--- src/rtl/pipelined_cla_sub_32bit_pkg.sv ---
`default_nettype none
// ============================================================================
// pipelined_cla_sub_32bit_pkg : shared sizes and stage payload for the subtractor
// Rev 1.0
// ============================================================================
package pipelined_cla_sub_32bit_pkg;

  localparam int DEF_WIDTH  = 32;
  localparam int DEF_GROUP  = 8;
  localparam int NUM_STAGES = DEF_WIDTH / DEF_GROUP;

  // Operands ride along at full width; each stage fills its own slice of diff_lo.
  typedef struct packed {
    logic                 valid;
    logic [DEF_WIDTH-1:0] a_hi;
    logic [DEF_WIDTH-1:0] b_hi;
    logic [DEF_WIDTH-1:0] diff_lo;
    logic                 carry;
  } stage_t;

endpackage
`default_nettype wire

--- src/rtl/pipelined_cla_sub_32bit_if.sv ---
`default_nettype none
// ============================================================================
// pipelined_cla_sub_32bit_if : valid/ready operand and result bus
// Rev 1.0
// ============================================================================
interface pipelined_cla_sub_32bit_if
  import pipelined_cla_sub_32bit_pkg::*;
#(
  parameter int WIDTH = DEF_WIDTH
);

  logic             in_valid;
  logic             in_ready;
  logic [WIDTH-1:0] A;
  logic [WIDTH-1:0] B;
  logic             bin;
  logic             out_valid;
  logic             out_ready;
  logic [WIDTH-1:0] diff;
  logic             bout;
  logic             ovf;
  logic             zero;

  modport master (
    output in_valid, A, B, bin, out_ready,
    input  in_ready, out_valid, diff, bout, ovf, zero
  );

  modport slave (
    input  in_valid, A, B, bin, out_ready,
    output in_ready, out_valid, diff, bout, ovf, zero
  );

endinterface
`default_nettype wire

--- src/rtl/pipelined_cla_sub_32bit_cla_slice_8.sv ---
`default_nettype none
// ============================================================================
// cla_slice_8 : combinational 8-bit carry-lookahead adder slice (a + b_inv + cin)
// Rev 1.0
// ============================================================================
module cla_slice_8
  import pipelined_cla_sub_32bit_pkg::*;
(
  input  logic [DEF_GROUP-1:0] a,
  input  logic [DEF_GROUP-1:0] b_inv,
  input  logic                 cin,
  output logic [DEF_GROUP-1:0] s,
  output logic                 cout
);

  logic [DEF_GROUP-1:0] g;
  logic [DEF_GROUP-1:0] p;
  logic [DEF_GROUP:0]   c;

  assign g = a & b_inv;
  assign p = a ^ b_inv;

  // Each carry is the flat sum-of-products of generates and propagate chains.
  always_comb begin
    logic term;
    logic any;
    c    = '0;
    term = 1'b0;
    any  = 1'b0;
    c[0] = cin;
    for (int i = 0; i < DEF_GROUP; i++) begin
      any = 1'b0;
      for (int j = 0; j <= i; j++) begin
        term = g[j];
        for (int m = j + 1; m <= i; m++) term = term & p[m];
        any = any | term;
      end
      term = cin;
      for (int m = 0; m <= i; m++) term = term & p[m];
      c[i+1] = any | term;
    end
  end

  assign s    = p ^ c[DEF_GROUP-1:0];
  assign cout = c[DEF_GROUP];

endmodule
`default_nettype wire

--- src/rtl/pipelined_cla_sub_32bit.sv ---
`default_nettype none
// ============================================================================
// pipelined_cla_sub_32bit : 4-stage staircase CLA subtractor, A - B - bin, valid/ready
// Rev 1.0
// ============================================================================
module pipelined_cla_sub_32bit
  import pipelined_cla_sub_32bit_pkg::*;
#(
  parameter int WIDTH = DEF_WIDTH,
  parameter int GROUP = DEF_GROUP
) (
  input  logic                    clk,
  input  logic                    rst,
  pipelined_cla_sub_32bit_if.slave bus
);

  if (WIDTH != DEF_WIDTH || GROUP != DEF_GROUP) begin : g_param_check
    $error("pipelined_cla_sub_32bit: WIDTH/GROUP must match the package payload layout");
  end

  logic             stall;
  logic             out_valid_q, out_valid_d;
  logic [WIDTH-1:0] diff_q, diff_d;
  logic             bout_q, bout_d;
  logic             ovf_q, ovf_d;
  logic             zero_q, zero_d;

  // A held output freezes every stage, so nothing ahead of it can be overwritten.
  assign stall        = out_valid_q && !bus.out_ready;
  assign bus.in_ready = !stall;

  for (genvar k = 0; k < NUM_STAGES; k++) begin : g_stage
    stage_t           cur;
    stage_t           stg_d;
    logic [GROUP-1:0] s;
    logic             cout;

    if (k == 0) begin : g_head
      assign cur = {bus.in_valid, bus.A, bus.B, {WIDTH{1'b0}}, ~bus.bin};
    end else begin : g_link
      assign cur = g_stage[k-1].g_reg.stg_q;
    end

    cla_slice_8 u_slice (
      .a     (cur.a_hi[k*GROUP +: GROUP]),
      .b_inv (~cur.b_hi[k*GROUP +: GROUP]),
      .cin   (cur.carry),
      .s     (s),
      .cout  (cout)
    );

    always_comb begin
      stg_d                           = cur;
      stg_d.diff_lo[k*GROUP +: GROUP] = s;
      stg_d.carry                     = cout;
    end

    if (k < NUM_STAGES - 1) begin : g_reg
      stage_t stg_q;
      always_ff @(posedge clk) begin
        if (rst)         stg_q <= '0;
        else if (!stall) stg_q <= stg_d;
      end
    end
  end

  stage_t fin;
  logic   unused_fin;
  assign fin        = g_stage[NUM_STAGES-1].stg_d;
  assign unused_fin = ^{fin.a_hi[WIDTH-2:0], fin.b_hi[WIDTH-2:0]};

  // Last stage folds the flags in so they register alongside diff.
  always_comb begin
    out_valid_d = fin.valid;
    diff_d      = fin.diff_lo;
    bout_d      = ~fin.carry;
    ovf_d       = (fin.a_hi[WIDTH-1] != fin.b_hi[WIDTH-1]) &&
                  (fin.diff_lo[WIDTH-1] != fin.a_hi[WIDTH-1]);
    zero_d      = ~|fin.diff_lo;
  end

  always_ff @(posedge clk) begin
    if (rst) begin
      out_valid_q <= 1'b0;
      diff_q      <= '0;
      bout_q      <= 1'b0;
      ovf_q       <= 1'b0;
      zero_q      <= 1'b0;
    end else if (!stall) begin
      out_valid_q <= out_valid_d;
      diff_q      <= diff_d;
      bout_q      <= bout_d;
      ovf_q       <= ovf_d;
      zero_q      <= zero_d;
    end
  end

  assign bus.out_valid = out_valid_q;
  assign bus.diff      = diff_q;
  assign bus.bout      = bout_q;
  assign bus.ovf       = ovf_q;
  assign bus.zero      = zero_q;

endmodule
`default_nettype wire

--- src/flat_wrapper.sv ---
// flat-port wrapper written by rule: the top's interface ports become plain ports
module pipelined_cla_sub_32bit_flat import pipelined_cla_sub_32bit_pkg::*;
#(
  parameter int WIDTH = DEF_WIDTH,
  parameter int GROUP = DEF_GROUP
)
  (clk, rst, bus_in_valid, bus_A, bus_B, bus_bin, bus_out_ready, bus_in_ready, bus_out_valid, bus_diff, bus_bout, bus_ovf, bus_zero);
  pipelined_cla_sub_32bit_if #(.WIDTH(WIDTH)) bus_i ();
  input  logic clk;
  input  logic rst;
  input wire logic [$bits(bus_i.in_valid)-1:0] bus_in_valid;
  input wire logic [$bits(bus_i.A)-1:0] bus_A;
  input wire logic [$bits(bus_i.B)-1:0] bus_B;
  input wire logic [$bits(bus_i.bin)-1:0] bus_bin;
  input wire logic [$bits(bus_i.out_ready)-1:0] bus_out_ready;
  output wire logic [$bits(bus_i.in_ready)-1:0] bus_in_ready;
  output wire logic [$bits(bus_i.out_valid)-1:0] bus_out_valid;
  output wire logic [$bits(bus_i.diff)-1:0] bus_diff;
  output wire logic [$bits(bus_i.bout)-1:0] bus_bout;
  output wire logic [$bits(bus_i.ovf)-1:0] bus_ovf;
  output wire logic [$bits(bus_i.zero)-1:0] bus_zero;
  assign bus_i.in_valid = bus_in_valid;
  assign bus_i.A = bus_A;
  assign bus_i.B = bus_B;
  assign bus_i.bin = bus_bin;
  assign bus_i.out_ready = bus_out_ready;
  assign bus_in_ready = bus_i.in_ready;
  assign bus_out_valid = bus_i.out_valid;
  assign bus_diff = bus_i.diff;
  assign bus_bout = bus_i.bout;
  assign bus_ovf = bus_i.ovf;
  assign bus_zero = bus_i.zero;
  pipelined_cla_sub_32bit #(.WIDTH(WIDTH), .GROUP(GROUP)) u_core (.clk(clk), .rst(rst), .bus(bus_i));
endmodule
--- config.mk ---
export PLATFORM = sky130hd
export DESIGN_NAME = pipelined_cla_sub_32bit_flat
export DESIGN_NICKNAME = d
export VERILOG_FILES = /design/src/rtl/pipelined_cla_sub_32bit_pkg.sv /design/src/rtl/pipelined_cla_sub_32bit_if.sv /design/src/rtl/pipelined_cla_sub_32bit_cla_slice_8.sv /design/src/rtl/pipelined_cla_sub_32bit.sv /design/src/flat_wrapper.sv
export SDC_FILE = /design/constraint.sdc
export NUM_CORES = 1
export LEC_CHECK = 0
export CAP_MARGIN = 40
export CORE_UTILIZATION = 55
export CTS_CLUSTER_DIAMETER = 40
export CTS_CLUSTER_SIZE = 40
export DETAILED_ROUTE_END_ITERATION = 7
export GPL_ROUTABILITY_DRIVEN = 0
export PLACE_DENSITY_LB_ADDON = 0.2
export SLEW_MARGIN = 25
export SYNTH_ARGS = -nofsm -noshare
export SYNTH_HDL_FRONTEND = slang
export SYNTH_HIERARCHICAL = 1
export SYNTH_SLANG_ARGS = --single-unit
export TNS_END_PERCENT = 100
--- constraint.sdc ---
create_clock -name clk -period 3 [get_ports clk]
set_input_delay 0.45 -clock clk [delete_from_list [all_inputs] [get_ports clk]]
set_output_delay 0.45 -clock clk [all_outputs]
set_load 0.02 [all_outputs]
# == Word-level counts from Yosys, hierarchy flattened ==
# Cells that the tools add are included.
# word_totals
register_bits,282
# classes
n_eq_ne,2
bitwise_logic,306
reduce_logical,6
# ops
operator,count
bitwise AND 1 bit,144
OR 1 bit,144
XOR 8 bit,8
bitwise AND 8 bit,4
inverter 8 bit,4
OR reduction 32 bit,1
logical NOT 1 bit,3
logical AND 1 bit,2
!= test 1 bit,2
inverter 1 bit,2

# == Longest topological paths before layout ==
# logic_depth
word_depth,18
mapped_depth,10
mapped_depth_nobuf,10

# == By module ==
# The synthesis kept the hierarchy.
# modules_own_cells
module,instances,cells_per_inst,area_per_inst_um2,seq_area_each_um2
pipelined_cla_sub_32bit,1,852,6615.1,3723.6
cla_slice_8,4,41,339.1,0.0

# == Least setup slack after synthesis ==
# OpenSTA, ideal clock, no wires.
# synth_path
kind,flip-flop to flip-flop
from,reg u_core.g_stage[2].g_reg.stg_q (netlist bit u_core/fin[57])
to,reg u_core.zero_q (netlist: u_core/bus.zero)
setup_time_ns,0.087
arrival_ns,2.131
path_slack_ns,0.782
stages_incl_launch_ff,11
path_buffers,0
period_less_slack_ns,2.218
path_cell_list,dfxtp_1 inv_1 ha_1 ha_1 o21a_1 o22ai_4 o2111ai_2 xor2_1 nor4_1 nand4_1 o31ai_1
# synth_between
elab_chain_len,18
# synth_lines
item,line,source
"start, declared",pipelined_cla_sub_32bit.sv:59,stage_t stg_q;
"start signal, assigned",pipelined_cla_sub_32bit.sv:62,else if (!stall) stg_q <= stg_d;
inverter 8 bit *,pipelined_cla_sub_32bit.sv:46,".b_inv (~cur.b_hi[k*GROUP +: GROUP]),"
bitwise AND 8 bit,pipelined_cla_sub_32bit_cla_slice_8.sv:20,assign g = a & b_inv;
bitwise AND 1 bit (6 in series),pipelined_cla_sub_32bit_cla_slice_8.sv:35,for (int m = j + 1; m <= i; m++) term = term & p[m];
OR 1 bit (6 in series),pipelined_cla_sub_32bit_cla_slice_8.sv:36,any = any | term;
OR 1 bit *,pipelined_cla_sub_32bit_cla_slice_8.sv:40,c[i+1] = any | term;
XOR 8 bit *,pipelined_cla_sub_32bit_cla_slice_8.sv:44,assign s = p ^ c[DEF_GROUP-1:0];
via u_core.diff_d[31],pipelined_cla_sub_32bit.sv:23,"logic [WIDTH-1:0] diff_q, diff_d;"
OR reduction 32 bit *,pipelined_cla_sub_32bit.sv:79,zero_d = ~|fin.diff_lo;
logical NOT 1 bit *,pipelined_cla_sub_32bit.sv:79,
"end signal, assigned",pipelined_cla_sub_32bit.sv:94,zero_q <= zero_d;
"end, declared",pipelined_cla_sub_32bit.sv:26,"logic zero_q, zero_d;"
# Mark *: on every way through the listed nets, which the timed path passes. The rest lies on a longest branch.
# A chain may end at the register's enable or synchronous reset.

# == Worst setup path in the final report ==
# Same ends and word-level chain as after synthesis.

==> flow_summary.yaml <==
die:
  ios: 106
  die-area_um2: 14980
  core_area_um2: 13990
  initial_core_util_pct: 56.99
  fp.dieH_um: 122.4
  rows: 43
  die-width_um: 122.4
drt:
  ant_nets: 0
  totalWireLength_um: 16140
  vias: 6543
  via_per_inst: 5.116
  dr.first_iter.drc_count: 626
  drc_errors: 0
  firstDrtPassIters: 5
  wl_per_cell_um: 12.62
global_routing:
  grt_pass1_vias: 5798
  grt_pass1_wl_um: 27460
  track_usage_pct: 22.83
  grt_max_degree: 186
  grt_overflow_total: 0
  antenna_found_initial: 0
sta:
  setup_slack_ps: 548.4
  rsz0062_at_grt: "false"
  setup_tns_ps: 0
  worst_pin_slew_ps: 780.3
  fin_worst_skew_ps: 7.144
  finalHoldViolCount: 0
  maxSlewHeadroom_pct: 47.98
  finalSetupViolCount: 0
  fmax_ghz: 0.4079
  drv_slew: 0
  period_share_pct: 81.72
  finalCriticalPeriod_ps: 2452
cells_and_area:
  regArea_um2: 3724
  layout.nets: 1195
  drive_gt1_share_pct: 4.823
  final_common_cell: "nand2_1"
  multiInputGateArea_um2: 3702
  fill_cells: 1219
  diodes: 0
  syn2layout_area_growth_pct: 19.92
  layout_common_cells: "nand2_1 (376), a21oi_1 (190), dfxtp_1 (186)"
job:
  cap_violations: 0
synthesis:
  seq_area_frac_synth_pct: 46.71
  synth.avg_cell_area_um2: 7.846
  synthCells: 1016
  synth-main-ff-cell: "dfxtp_1"
  synth-seq-cells: 186
  synth_nets: 1125
  synth_warnings: 6
  synth_cell_types: 32
  async_flop_share_pct: 0
  syn_area_um2: 7971
  synth_edf_count: 0
power:
  peakVddDrop_mv: 0.3574
  combPwrFrac_pct: 14.5
  switching_share_pct: 25.43
  p_sw_mw: 1.443
  internal_power_mw: 4.231
  cellPowerDensity_nw_per_um2: 593.5
  p_leak_nw: 3.870
  seqPwrFrac_pct: 48.6
  clock_power_share_pct: 36.9
place:
  numPortBuffers: 105
  hpwlAfterDp_um: 10290
  dp_slack_ps: 472.1
clocking:
  ctsHoldBuffers: 0
  path_clk_slew_ps: 70
  cts_buffer_depth: 2
  numCtsBuffers: 17
  clock_sinks: 186
  cts_root_buffer: "clkbuf_16"
  post_cts_resized: 0
  htree_levels: 4
  clk_latency_ps: 420
  cts_tree: "built"
  post_cts_buffers: 0
setup_path:
  start_kind: "register"
  cp_slowest_cell: "dfxtp_1"
  cp_max_fo: 5
  critPathMostFrequentCell: "ha_1"
  cp-end-kind: "register"
  crit_chain: "inv_1, ha_1, ha_1, o21a_1, o22ai_4, o2111ai_2, xor2_1, nor4_1, nand4_1, o31ai_1"
  critPathKind: "reg -> reg"
  arrival_ps: 2790
  cp.required_ps: 3340
  critPathMaxStageDelay_ps: 330
status:
  status: "finished clean"
worst_hold_path:
  hp-class: "in -> reg"
==> Yosys cell counts, types with 2 or more instances <==
| library cell | n | area, um2 |
|---|---|---|
| clkbuf_1 | 18 | 67.56 |
| buf_4 | 15 | 112.6 |
| o22ai_4 | 4 | 80.08 |
| ha_1 | 36 | 450.4 |
| nand2_1 | 376 | 1411 |
| inv_1 | 53 | 198.9 |
| o21a_1 | 8 | 60.06 |
| dfxtp_1 | 186 | 3724 |
| buf_1 | 3 | 11.26 |
| nor3_1 | 2 | 10.01 |
| fa_1 | 4 | 80.08 |
| buf_6 | 3 | 33.78 |
| nand3_1 | 10 | 50.05 |
| buf_2 | 23 | 115.1 |
| xnor2_1 | 12 | 105.1 |
| a21o_1 | 4 | 30.03 |
| nor2_1 | 14 | 52.55 |
| xor2_1 | 12 | 105.1 |
| or3_4 | 4 | 45.04 |
| nor4_1 | 7 | 43.79 |
| nand2b_1 | 8 | 50.05 |
| a21oi_1 | 190 | 950.9 |
| o21ai_0 | 12 | 60.06 |
| o2111ai_2 | 4 | 60.06 |
==> layout make-up <==
type | count | area share (%)
inverter | 54 | 2.173
sequential | 186 | 38.95
tap | 180 | 2.356
clock inverter | 11 | 0.9948
clock buffer | 21 | 4.817
timing repair buffer | 113 | 11.98
multi-input combinational | 714 | 38.73
==> cells by family after synthesis <==
group / after synthesis / share of synthesized area, %
adders and majority gates: 40 / 6.655
buffers and inverters: 116 / 6.843
and+or+nand+nor: 425 / 21.28
AOI/OAI and AO/OA: 225 / 15.87
xor gates and xnor gates: 24 / 2.637
DFF: 186 / 46.71
==> worst paths after layout <==
kind | from | to | slack, ps | cells past startpoint
max reg2reg | u_core/fin[57] | u_core/bus.zero | 550 | 10
min | rst | u_core/fin[62] | 270 | 2
min reg2reg | u_core/g_stage[0].g_reg.stg_q[5] | u_core/g_stage[0].g_reg.stg_q[5] | 450 | 2
max | u_core/fin[57] | u_core/bus.zero | 550 | 10
==> power groups by stage <==
stage	sequential [mW]	clock [mW]	combinational, mW
finish	2.76	2.09	0.824
floorplan	2.83	0	0.502
detailed placement	2.81	0	0.809
global placement	2.80	0	0.798
CTS	2.75	2.14	0.820
global route	2.77	2.24	0.922
==> sequential cells by signal, summed over array words and instances, names as in the netlist <==
signal and count:
u_core/bus.bout 1, u_core/out_valid_d 1, u_core/fin 16, u_core/diff_d 24
u_core/bus.zero 1, u_core/g_stage.g_reg.stg_q 109, u_core/bus.out_valid 1, u_core/bus.ovf 1
u_core/bus.diff 32
==> critical path: cells and delay by family, from the launching register on <==
kind | cells | cell delay [ps]
xor+xnor | 1 | 230
fa+ha+maj | 2 | 450
simple gates | 2 | 430
compound gates | 4 | 890
flops | 1 | 330
buf+inv | 1 | 60
==> routing by layer <==
metal	wire, um	global-route usage (%)	vias up
li1	-	-	3428
met1	8416	34.23	2974
met2	6839	32.20	125
met3	685	4.926	16
met4	196	7.393	0
met5	0	0	-
==> stage by stage <==
stage	area, um2	hold WS [ps]	instances	total power [mW]	utilization, %
after floorplan	7971	431.9	1016	3.327	-
after global placement	8976	438.8	1246	3.600	64.17
after detailed placement	8976	443.4	1246	3.616	64.17
after CTS	9532	452.2	1278	5.709	68.14
after global routing	9559	265.4	1279	5.938	68.34
final	9559	271.8	1279	5.674	68.34
Note: power is estimated with default switching activity, not from simulation.
